`config.mk`:
```
export PLATFORM = sky130hd
export DESIGN_NAME = uart_fifo_periph
export DESIGN_NICKNAME = d
export VERILOG_FILES = /design/src/rtl/uart_pkg.sv /design/src/rtl/uart_sync_fifo.sv /design/src/rtl/uart_fifo_periph.sv
export SDC_FILE = /design/constraint.sdc
export NUM_CORES = 1
export LEC_CHECK = 0
export ABC_AREA = 1
export BUFFER_PORTS_ARGS = -buffer_cell sky130_fd_sc_hd__buf_2
export CELL_PAD_IN_SITES_DETAIL_PLACEMENT = 1
export CELL_PAD_IN_SITES_GLOBAL_PLACEMENT = 2
export CORE_ASPECT_RATIO = 0.5
export CORE_MARGIN = 2
export CORE_UTILIZATION = 44
export CTS_BUF_LIST = sky130_fd_sc_hd__clkbuf_8 sky130_fd_sc_hd__clkbuf_16
export CTS_CLUSTER_DIAMETER = 100
export DETAILED_ROUTE_END_ITERATION = 10
export PLACE_DENSITY = 0.9
export SYNTH_ARGS = -nofsm -noshare
export SYNTH_HDL_FRONTEND = slang
export SYNTH_SLANG_ARGS = --single-unit
```
`constraint.sdc`:
```
create_clock -name clk -period 6.2 [get_ports clk]
set_input_delay 0.62 -clock clk [delete_from_list [all_inputs] [get_ports clk]]
set_output_delay 0.62 -clock clk [all_outputs]
set_load 0.01 [all_outputs]
```
`src/rtl/uart_pkg.sv`:
```
// Shared definitions for the FIFO UART: register map, STATUS/CTRL bit positions,
// FSM state encodings and the reset baud-divisor calculation.
package uart_pkg;

  localparam logic [3:0] ADDR_STATUS = 4'h0;
  localparam logic [3:0] ADDR_RXDATA = 4'h1;
  localparam logic [3:0] ADDR_CTRL   = 4'h2;
  localparam logic [3:0] ADDR_TXDATA = 4'h3;
  localparam logic [3:0] ADDR_ERRCLR = 4'h4;
  localparam logic [3:0] ADDR_DIV_LO = 4'h5;
  localparam logic [3:0] ADDR_DIV_HI = 4'h6;

  localparam int ST_RX_NEMPTY   = 0;
  localparam int ST_TX_NFULL    = 1;
  localparam int ST_TX_IDLE     = 2;
  localparam int ST_RX_OVERRUN  = 3;
  localparam int ST_FRAME_ERR   = 4;
  localparam int ST_PARITY_ERR  = 5;
  localparam int ST_TX_OVERFLOW = 6;

  localparam int CTRL_RX_EN      = 0;
  localparam int CTRL_TX_EN      = 1;
  localparam int CTRL_IRQ_RX_EN  = 2;
  localparam int CTRL_IRQ_TXE_EN = 3;

  typedef enum logic [2:0] {TX_IDLE, TX_START, TX_DATA, TX_PARITY, TX_STOP} tx_state_e;
  typedef enum logic [2:0] {RX_IDLE, RX_START, RX_DATA, RX_PARITY, RX_STOP} rx_state_e;

  // Divisor for 16x oversampling, clamped into the 16-bit counter range.
  function automatic logic [15:0] div_reset(input longint clk_hz, input longint baud);
    longint q;
    q = clk_hz / (baud * 16) - 1;
    if (q < 0) return 16'h0000;
    if (q > 65535) return 16'hFFFF;
    return q[15:0];
  endfunction

endpackage

```
`src/rtl/uart_sync_fifo.sv`:
```
// Synchronous FIFO with combinational head output; extra pointer MSB tells full from empty.
// A pop is ignored when empty; a push into a full FIFO is accepted only if a pop frees a slot
// in the same cycle, otherwise the caller sees full and decides what to flag.
module uart_sync_fifo #(
  parameter int Width = 8,
  parameter int Depth = 16
) (
  input  logic             clk,
  input  logic             rst,
  input  logic             push,
  input  logic [Width-1:0] wdata,
  input  logic             pop,
  output logic [Width-1:0] rdata,
  output logic             full,
  output logic             empty
);
  localparam int AW = $clog2(Depth);

  logic [AW:0]      wptr_q, rptr_q;
  logic [Width-1:0] mem_q [Depth];
  logic             do_push, do_pop;

  assign empty   = (wptr_q == rptr_q);
  assign full    = (wptr_q[AW] != rptr_q[AW]) && (wptr_q[AW-1:0] == rptr_q[AW-1:0]);
  assign do_pop  = pop & ~empty;
  assign do_push = push & (~full | do_pop);
  assign rdata   = mem_q[rptr_q[AW-1:0]];

  // Pointer update; both pointers may advance in the same cycle.
  always_ff @(posedge clk) begin
    if (rst) begin
      wptr_q <= '0;
      rptr_q <= '0;
    end else begin
      if (do_push) wptr_q <= wptr_q + (AW+1)'(1);
      if (do_pop)  rptr_q <= rptr_q + (AW+1)'(1);
    end
  end

  // Storage write; contents need no reset since empty masks them.
  always_ff @(posedge clk) begin
    if (do_push) mem_q[wptr_q[AW-1:0]] <= wdata;
  end

endmodule

```
`src/rtl/uart_fifo_periph.sv`:
```
// Memory-mapped UART with RX/TX FIFOs, 16x oversampled baud tick, parity, sticky errors, level irq.
// A strobe on a RW register (CTRL, DIV) writes wdata and returns the value held before the write.
// data and irq are registered: a read result appears the cycle after addr_strobe.
module uart_fifo_periph
  import uart_pkg::*;
#(
  parameter int DataBitsSize = 8,
  parameter int ParityMode   = 0,
  parameter int StopBitsSize = 1,
  parameter int RxDepth      = 16,
  parameter int TxDepth      = 16,
  parameter int ClockFreqHz  = 10000000,
  parameter int BaudRate     = 9600
) (
  input  logic       clk,
  input  logic       rst,
  input  logic       rx_sig,
  output logic       tx_sig,
  input  logic [3:0] addr,
  input  logic [7:0] wdata,
  output logic [7:0] data,
  input  logic       addr_strobe,
  output logic       irq
);
  localparam int          DW       = DataBitsSize;
  localparam logic [15:0] DivReset = div_reset(ClockFreqHz, BaudRate);

  logic [3:0]    ctrl_q, ctrl_d, err_q, err_d, err_set, err_clr;
  logic [15:0]   div_q, div_d, cnt_q;
  logic [7:0]    data_q, data_d, rd_val, tx_rdata, rx_rdata;
  logic          irq_q, irq_d, tick16;
  logic          tx_push, tx_pop, tx_full, tx_empty, tx_idle;
  logic          rx_push, rx_pop, rx_full, rx_empty, set_frame, set_parity;
  tx_state_e     tx_state_q, tx_state_d;
  rx_state_e     rx_state_q, rx_state_d;
  logic [3:0]    tx_tick_q, tx_tick_d, rx_tick_q, rx_tick_d;
  logic [2:0]    tx_bit_q, tx_bit_d, rx_bit_q, rx_bit_d;
  logic [DW-1:0] tx_shift_q, tx_shift_d, rx_shift_q, rx_shift_d;
  logic          tx_par_q, tx_par_d, tx_q, tx_d;
  logic          rx_meta_q, rx_sync_q, rx_prev_q;

  assign tick16  = (cnt_q == 16'd0);
  assign tx_idle = tx_empty && (tx_state_q == TX_IDLE);
  assign tx_push = addr_strobe && (addr == ADDR_TXDATA);
  assign rx_pop  = addr_strobe && (addr == ADDR_RXDATA) && !rx_empty;
  assign tx_sig  = tx_q;
  assign data    = data_q;
  assign irq     = irq_q;

  uart_sync_fifo #(.Width(8), .Depth(TxDepth)) u_tx_fifo (
    .clk(clk), .rst(rst), .push(tx_push), .wdata(wdata), .pop(tx_pop),
    .rdata(tx_rdata), .full(tx_full), .empty(tx_empty)
  );

  uart_sync_fifo #(.Width(8), .Depth(RxDepth)) u_rx_fifo (
    .clk(clk), .rst(rst), .push(rx_push), .wdata(8'(rx_shift_q)), .pop(rx_pop),
    .rdata(rx_rdata), .full(rx_full), .empty(rx_empty)
  );

  // Register read mux, register writes, sticky error flags (set beats clear) and irq.
  always_comb begin
    rd_val = 8'h00;
    case (addr)
      ADDR_STATUS: rd_val = {1'b0, err_q, tx_idle, ~tx_full, ~rx_empty};
      ADDR_RXDATA: rd_val = rx_empty ? 8'h00 : rx_rdata;
      ADDR_CTRL:   rd_val = {4'h0, ctrl_q};
      ADDR_DIV_LO: rd_val = div_q[7:0];
      ADDR_DIV_HI: rd_val = div_q[15:8];
      default:     rd_val = 8'h00;
    endcase
    data_d = addr_strobe ? rd_val : data_q;
    ctrl_d = (addr_strobe && addr == ADDR_CTRL) ? wdata[3:0] : ctrl_q;
    div_d  = div_q;
    if (addr_strobe && addr == ADDR_DIV_LO) div_d[7:0]  = wdata;
    if (addr_strobe && addr == ADDR_DIV_HI) div_d[15:8] = wdata;
    err_set = {tx_push & tx_full & ~tx_pop, set_parity, set_frame, rx_push & rx_full & ~rx_pop};
    err_clr = (addr_strobe && addr == ADDR_ERRCLR) ? wdata[6:3] : 4'h0;
    err_d   = (err_q & ~err_clr) | err_set;
    irq_d   = (ctrl_q[CTRL_IRQ_RX_EN] & ~rx_empty) | (ctrl_q[CTRL_IRQ_TXE_EN] & tx_empty) | (|err_q);
  end

  // TX framing: start, data LSB first, optional parity, stop bits; each bit lasts 16 ticks.
  always_comb begin
    tx_state_d = tx_state_q;
    tx_tick_d  = tx_tick_q;
    tx_bit_d   = tx_bit_q;
    tx_shift_d = tx_shift_q;
    tx_par_d   = tx_par_q;
    tx_pop     = 1'b0;
    if (tx_state_q == TX_IDLE) begin
      if (tick16 && ctrl_q[CTRL_TX_EN] && !tx_empty) begin
        tx_pop     = 1'b1;
        tx_state_d = TX_START;
        tx_tick_d  = 4'd0;
        tx_shift_d = tx_rdata[DW-1:0];
        tx_par_d   = (ParityMode == 1) ? ~^tx_rdata[DW-1:0] : ^tx_rdata[DW-1:0];
      end
    end else if (tick16) begin
      tx_tick_d = tx_tick_q + 4'd1;
      if (tx_tick_q == 4'd15) begin
        case (tx_state_q)
          TX_START: begin
            tx_state_d = TX_DATA;
            tx_bit_d   = 3'd0;
          end
          TX_DATA: begin
            tx_shift_d = tx_shift_q >> 1;
            tx_bit_d   = tx_bit_q + 3'd1;
            if (tx_bit_q == 3'(DW-1)) begin
              tx_bit_d   = 3'd0;
              tx_state_d = (ParityMode != 0) ? TX_PARITY : TX_STOP;
            end
          end
          TX_PARITY: begin
            tx_state_d = TX_STOP;
            tx_bit_d   = 3'd0;
          end
          default: begin
            tx_bit_d = tx_bit_q + 3'd1;
            if (tx_bit_q == 3'(StopBitsSize-1)) tx_state_d = TX_IDLE;
          end
        endcase
      end
    end
    case (tx_state_d)
      TX_START:  tx_d = 1'b0;
      TX_DATA:   tx_d = tx_shift_d[0];
      TX_PARITY: tx_d = tx_par_d;
      default:   tx_d = 1'b1;
    endcase
  end

  // RX framing: falling edge starts a frame, each bit sampled mid-bit; byte pushed at mid stop bit.
  always_comb begin
    rx_state_d = rx_state_q;
    rx_tick_d  = rx_tick_q;
    rx_bit_d   = rx_bit_q;
    rx_shift_d = rx_shift_q;
    rx_push    = 1'b0;
    set_frame  = 1'b0;
    set_parity = 1'b0;
    if (rx_state_q == RX_IDLE) begin
      if (ctrl_q[CTRL_RX_EN] && rx_prev_q && !rx_sync_q) begin
        rx_state_d = RX_START;
        rx_tick_d  = 4'd0;
      end
    end else if (tick16) begin
      rx_tick_d = rx_tick_q + 4'd1;
      if (rx_state_q == RX_START) begin
        if (rx_tick_q == 4'd7) begin
          rx_tick_d  = 4'd0;
          rx_bit_d   = 3'd0;
          rx_state_d = rx_sync_q ? RX_IDLE : RX_DATA;
        end
      end else if (rx_tick_q == 4'd15) begin
        case (rx_state_q)
          RX_DATA: begin
            rx_shift_d = {rx_sync_q, rx_shift_q[DW-1:1]};
            rx_bit_d   = rx_bit_q + 3'd1;
            if (rx_bit_q == 3'(DW-1)) rx_state_d = (ParityMode != 0) ? RX_PARITY : RX_STOP;
          end
          RX_PARITY: begin
            set_parity = rx_sync_q != ((ParityMode == 1) ? ~^rx_shift_q : ^rx_shift_q);
            rx_state_d = RX_STOP;
          end
          default: begin
            set_frame  = ~rx_sync_q;
            rx_push    = 1'b1;
            rx_state_d = RX_IDLE;
          end
        endcase
      end
    end
  end

  // State registers, baud tick down-counter and rx_sig synchroniser.
  always_ff @(posedge clk) begin
    if (rst) begin
      ctrl_q     <= 4'h3;
      div_q      <= DivReset;
      cnt_q      <= DivReset;
      err_q      <= 4'h0;
      data_q     <= 8'h00;
      irq_q      <= 1'b0;
      tx_state_q <= TX_IDLE;
      tx_tick_q  <= 4'd0;
      tx_bit_q   <= 3'd0;
      tx_shift_q <= '0;
      tx_par_q   <= 1'b0;
      tx_q       <= 1'b1;
      rx_meta_q  <= 1'b1;
      rx_sync_q  <= 1'b1;
      rx_prev_q  <= 1'b1;
      rx_state_q <= RX_IDLE;
      rx_tick_q  <= 4'd0;
      rx_bit_q   <= 3'd0;
      rx_shift_q <= '0;
    end else begin
      ctrl_q     <= ctrl_d;
      div_q      <= div_d;
      cnt_q      <= tick16 ? div_q : cnt_q - 16'd1;
      err_q      <= err_d;
      data_q     <= data_d;
      irq_q      <= irq_d;
      tx_state_q <= tx_state_d;
      tx_tick_q  <= tx_tick_d;
      tx_bit_q   <= tx_bit_d;
      tx_shift_q <= tx_shift_d;
      tx_par_q   <= tx_par_d;
      tx_q       <= tx_d;
      rx_meta_q  <= rx_sig;
      rx_sync_q  <= rx_meta_q;
      rx_prev_q  <= rx_sync_q;
      rx_state_q <= rx_state_d;
      rx_tick_q  <= rx_tick_d;
      rx_bit_q   <= rx_bit_d;
      rx_shift_q <= rx_shift_d;
    end
  end

endmodule

```
## Yosys cells after proc, flatten, opt, wreduce, memory -nomap -nowiden

Memory sizes are Yosys's and may differ from the RTL's. A register that Yosys moved wholly into a read port is not among the register bits.
Index checks and enable logic that the tools add are counted.

| storage, ports and cells | value |
|---|---|
| memories kept | 2 |
| register bits after elaboration | 110 |
| logic and storage cells | 203 |
| RAM bits | 256 |

| operators by class | value |
|---|---|
| bitwise operators | 27 |
| reductions and logical operators | 41 |
| muxes and demuxes | 67 |
| equal/unequal tests | 32 |
| add/subtract/negate cells | 9 |

Memory list:

| name | words | width | rd ports | clocked after memory_dff | wr ports | RTL line | text |
|---|---|---|---|---|---|---|---|
| u_rx_fifo.mem_q | 16 | 8 | 1 | 1 | 1 | uart_sync_fifo.sv:20 | `logic [Width-1:0] mem_q [Depth];` |
| u_tx_fifo.mem_q | 16 | 8 | 1 | 1 | 1 | uart_sync_fifo.sv:20 |  |

Operators with widths:

| operator | count |
|---|---|
| $mux W3 | 18 |
| $mux W4 | 13 |
| $mux W8 | 6 |
| $pmux W8 S5 | 1 |
| $mux W1 | 23 |
| $add A5 B1 Y5 const B | 4 |
| $eq A3 B2 Y1 const B | 6 |
| $eq A4 B3 Y1 const B | 4 |
| $logic_not A16 Y1 | 1 |
| $mux W16 | 1 |
| $reduce_xor A8 Y1 | 2 |
| $sub A16 B1 Y16 const B | 1 |
| $reduce_and A5 Y1 | 3 |
| $logic_and A1 B1 Y1 | 14 |
| $pmux W3 S2 | 2 |
| $reduce_bool A2 Y1 | 6 |
| $and A1 B1 Y1 | 10 |
| $eq A5 B5 Y1 | 2 |
| $not A1 Y1 | 10 |
| $eq A3 B1 Y1 const B | 3 |
| $logic_not A3 Y1 | 3 |
| $pmux W3 S3 | 1 |
| $add A4 B1 Y4 const B | 2 |
| $eq A4 B2 Y1 const B | 2 |
| other kinds (23) | 38 |

## Longest topological paths before layout

| depth | value |
|---|---|
| word-level depth | 10 |
| mapped depth | 20 |
| mapped depth without buffers | 17 |

## Hierarchy

From an unflattened synthesis, not the netlist that was laid out.

| second synthesis, totals | value |
|---|---|
| cell total of the unflattened synthesis | 1637 |
| area total of the unflattened synthesis | 16363.2 um^2 |

Modules (own cells, without submodules):

| module | cells each | area an instance (um^2) | instances |
|---|---|---|---|
| uart_sync_fifo (u_rx_fifo) | 493 | 5845.6 | 1 |
| uart_sync_fifo (u_tx_fifo) | 468 | 5823.1 | 1 |
| uart_fifo_periph | 676 | 4694.5 | 1 |

## Least setup slack after synthesis

No wires, ideal clock.

| timing path | value |
|---|---|
| path kind | input-to-reg |
| start | input addr[2] |
| end | memory u_tx_fifo.mem_q[3][0], enable pin |
| buffers on the path | 0 |
| stages on the path | 7 |
| setup slack | 3.922 ns |
| required time | 5.830 ns |
| data arrival time | 1.908 ns |
| setup time | 0.370 ns |
| cells stage by stage | nor2_1 -> inv_1 -> nor4_1 -> nand2_2 -> inv_2 -> nand2_1 -> nor2_1 |

| on the way | value |
|---|---|
| cells in the longest elaborated chain, start to end | 5 |

RTL lines:

| item | RTL line | text |
|---|---|---|
| start, declared | uart_fifo_periph.sv:19 | `input logic [3:0] addr,` |
| $eq A4 B2 Y1 | uart_fifo_periph.sv:44 | `assign tx_push = addr_strobe && (addr == ADDR_TXDATA);` |
| $logic_and A1 B1 Y1 | uart_fifo_periph.sv:44 |  |
| $and A1 B1 Y1 | uart_sync_fifo.sv:26 | `assign do_push = push & (~full \| do_pop);` |
| $mux W1 | uart_sync_fifo.sv:42 | `if (do_push) mem_q[wptr_q[AW-1:0]] <= wdata;` |
| $mux W1 (not written as such) | uart_sync_fifo.sv:42 |  |
| end, declared | uart_sync_fifo.sv:20 |  |

No other way between the ends.

==> summary.md <==
| Metric | Value |
|---|---|
| Clock root buffer | `clkbuf_16` |
| Post-route insts no fill | `2185` |
| Count of final hold-check violations | `0` |
| Layout Nets | `1707` |
| Top-area cell type share of the netlist area | `47.3%` |
| Post-route ant nets | `0` |
| DPL Wire Length | `28.7 mm` |
| Starting Density | `between 40% and 50%` |
| Top_reg_cell synth | `edfxtp_1` |
| Violated checks | `DRC` |
| Critical path cell sequence | `buf_4 > inv_2 > nand2_1 > nand2_1 > nand2_1 > nand3_1 > nand3_1 > nand2_2 > inv_2 > nand2_1 > nand2_1 > nand2_1 > nand2_1 > nand2_1 > nand2_1 > nand2_1 > nand2_1 > nor2_1` |
| Hold path cells | `2` |
| DR pass1 iterations | `8` |
| Clock Tree Buf Depth | `3` |
| Routed WL | `44.1 mm` |
| Wirelength per Cell | `20.2 um` |
| Top cells by area, synth | `edfxtp_1, dfxtp_1, nand2_1` |
| P per Cell Area | `292 nW/um2` |
| HP Start | `rx_sig` |
| Slowest stage cell, crit path | `inv_2` |
| Largest net degree at the start of global routing | `72` |
| Synth warnings | `0` |
| Worst Tran Pin Value | `1070 ps` |
| Utilization after layout | `about half` |
| DIE AREA | `38600 um2` |
| Reg2Reg Setup Slack | `2960 ps` |
| Max-cap viol count | `0` |
| Slew headroom | `28.9%` |
| Pleak | `between 0.006 and 0.007 uW` |
| Worst vdd ir | `0.171 mV` |
| Die H | `140 um` |
| Total Neg Setup Slack | `0 ps` |
| GRT Total Usage | `approximately 23%` |
| Mapped Cells | `1672` |
| Reg2reg end | `tx_par_q` |
| Post-synthesis net count | `1706` |
| Resized cells post-CTS | `0` |
| Critical Path AT | `3620 ps` |
| Chip width | `276 um` |
| WP data required | `6580 ps` |
| CORE AREA | `36200 um2` |
| Vias in the first global route | `12600` |
| Vias per cell | `around 5.5` |
| CTS Buf Count | `36` |
| Post-CTS Setup Bufs | `0` |
| Placed cell count | `2119` |
| Routability cong. | `between 0.8 and 0.9` |
| IO Pins | `26` |
| Worst path most repeated cell | `nand2_1` |
| Async set-reset flop share out of synthesis | `0%` |
| EDFF count, synth | `256` |
| Global-route wire length before repair | `69.1 mm` |
| DRC errors left | `1` |
| Hold endpoint | `rx_meta_q` |
| Yosys reg bits | `374` |
| Register area share after synthesis | `about 62%` |
| Tot Pwr | `around 5200 uW` |
| Minimum clock period | `3240 ps` |
| TritonCTS clock tree | `done` |
| Vias | `11900` |
| Hold Path Class | `in -> reg` |
| Max Clock Skew | `between 20 and 30 ps` |
| GRT overflow | `0` |
| # diodes | `0` |
| Initial antenna violation count | `0` |
| Synth area leader | `edfxtp_1` |
| Critical Path Start Type | `flip-flop` |
| Cell area after synthesis | `between 15000 and 20000 um2` |
| CP max FO | `71` |
| RSZ-0062 raised after global routing | `false` |
| DRT iter0 DRCs | `approximately 760` |
| Final setup violation count | `0` |
| Worst stage delay on the critical path | `600 ps` |
| Setup crit end kind | `flip-flop` |
| Clock latency on the worst-skew pair | `about 540 ps` |
| Highest clock rate | `between 0.3 and 0.4 GHz` |
| Status | `finished with violations` |
| IO buf count | `25` |
| Distinct cell type count after synthesis | `46` |
| Layout area overhead | `9.95%` |
| Share of cells above drive strength 1 | `under 10%` |
| Fin crit share | `roughly 52%` |
| H-tree levels | `2` |
| Row count | `49` |
| Sinks on the clock net | `374` |
| Mapped Avg Cell Area | `between 9 and 10 um2` |
| Post-CTS Hold Buffers | `0` |
| R2R cell count | `18` |
| Slew Viols, Final | `0` |
| Clk slew on worst S/H paths | `60 ps` |
| Crit Path Class | `reg -> reg` |
-- placed cells by master (no fill, tap or decap), types with 3 or more instances in the layout --
master | synthesis | routed
inv_2 | 16 | 16
a22oi_1 | 3 | 3
nor3_2 | 4 | 4
nor2_1 | 177 | 177
nor3_1 | 15 | 15
edfxtp_1 | 256 | 256
nor2_2 | 6 | 6
xnor2_1 | 18 | 18
nand2_1 | 362 | 362
clkinv_1 | 3 | 3
nand3_2 | 5 | 5
o21ai_0 | 125 | 125
clkbuf_8 | 0 | 5
a31oi_1 | 10 | 10
buf_4 | 7 | 8
o22ai_1 | 22 | 22
clkbuf_16 | 0 | 39
clkinv_2 | 0 | 4
o21ai_1 | 17 | 17
xor2_1 | 16 | 16
nand3_1 | 109 | 109
buf_2 | 17 | 25
a211oi_1 | 11 | 11
nor2_4 | 4 | 4
nor4_1 | 4 | 4
ha_1 | 18 | 18
nand2_2 | 9 | 9
o211ai_1 | 7 | 7
dfxtp_1 | 118 | 116
inv_1 | 145 | 159
nor3b_1 | 4 | 4
o221ai_1 | 17 | 17
or2_2 | 6 | 6
nand4_1 | 8 | 8
a21oi_1 | 72 | 72
-- cell usage after synthesis (all sizes together), types with 8 or more instances --
library cell / instances
a21oi: 74
nand4: 8
xnor2: 18
buf: 32
o21ai: 142
ha: 18
a31oi: 10
o22ai: 22
or2: 8
a211oi: 11
xor2: 16
clkbuf: 38
nor2: 187
nand2: 371
o221ai: 17
edfxtp: 256
nor3: 19
inv: 161
nand3: 114
dfxtp: 118
-- critical path: cells and delay by family, from the launching register on --
| family | cells | cell delay (ps) |
|---|---|---|
| simple gates | 15 | 1510 |
| flops | 1 | 310 |
| buf+inv | 3 | 1230 |
-- worst max path at each step --
stage           startpoint                endpoint  cells after the start
2_1_floorplan      addr[2]   u_tx_fifo.mem_q[3][0]                      7
3_3_place_gp   addr_strobe  u_tx_fifo.mem_q[12][5]                      7
3_5_place_dp   addr_strobe  u_tx_fifo.mem_q[12][0]                      7
4_1_cts          flip-flop                tx_par_q                     18
5_1_grt          flip-flop                tx_par_q                     18
6_report         flip-flop                tx_par_q                     18
-- metal layers --
| metal | wire [um] | track usage (%) | vias up |
|---|---|---|---|
| li1 | - | - | 5667 |
| met1 | 19500 | 30.0 | 5966 |
| met2 | 21900 | 40.3 | 222 |
| met3 | 1790 | 3.82 | 66 |
| met4 | 923 | 6.17 | 0 |
| met5 | 0 | 0 | - |
-- kinds of logic after synthesis --
logic type	after synthesis	synth area share [%]
AOI/OAI and AO/OA	292	10.1
buffers and inverters	234	5.97
xor gates and xnor gates	34	1.83
DFF	374	61.8
and+or+nand+nor	720	18.9
adders and majority gates	18	1.39
-- through the flow --
stage	hold WS (ps)	setup WS (ps)	area, um2
floorplan	389	3920	16300
global placement	402	3100	16700
detailed placement	400	2880	16700
CTS	240	2940	17900
global route	254	2620	17900
finish	260	2960	17900
-- power by group --
part	leakage (uW)	internal [uW]	switching, uW	total [uW]
combinational	0.00273	94.0	213	307
sequential	0.00306	2690	32.9	2720
clock	0.000632	1240	956	2200
total	0.00642	4020	1200	5220
-- flip-flops by register name (all words and copies together), names as in the netlist, 3 cells and up, named ones only --
register / cells
rx_tick_q: 4
u_tx_fifo.mem_q: 128
err_q: 4
u_tx_fifo.wptr_q: 5
u_tx_fifo.rptr_q: 5
u_rx_fifo.mem_q: 128
tx_tick_q: 4
u_rx_fifo.rptr_q: 5
div_q: 16
rx_bit_q: 3
tx_state_q: 3
ctrl_q: 4
rx_shift_q: 8
tx_bit_q: 3
cnt_q: 16
data: 8
rx_state_q: 3
u_rx_fifo.wptr_q: 5
tx_shift_q: 8
-- cell type report --
type                            instances  area, um2
Multi-Input combinational cell       1064       5240
Timing Repair Buffer                   33        185
Tap cell                              484        606
Clock inverter                         22        135
Clock buffer                           44       1040
Sequential cell                       374      10100
Fill cell                            4061      18300
Inverter                              164        616
Power figures use the tool's default switching activity.
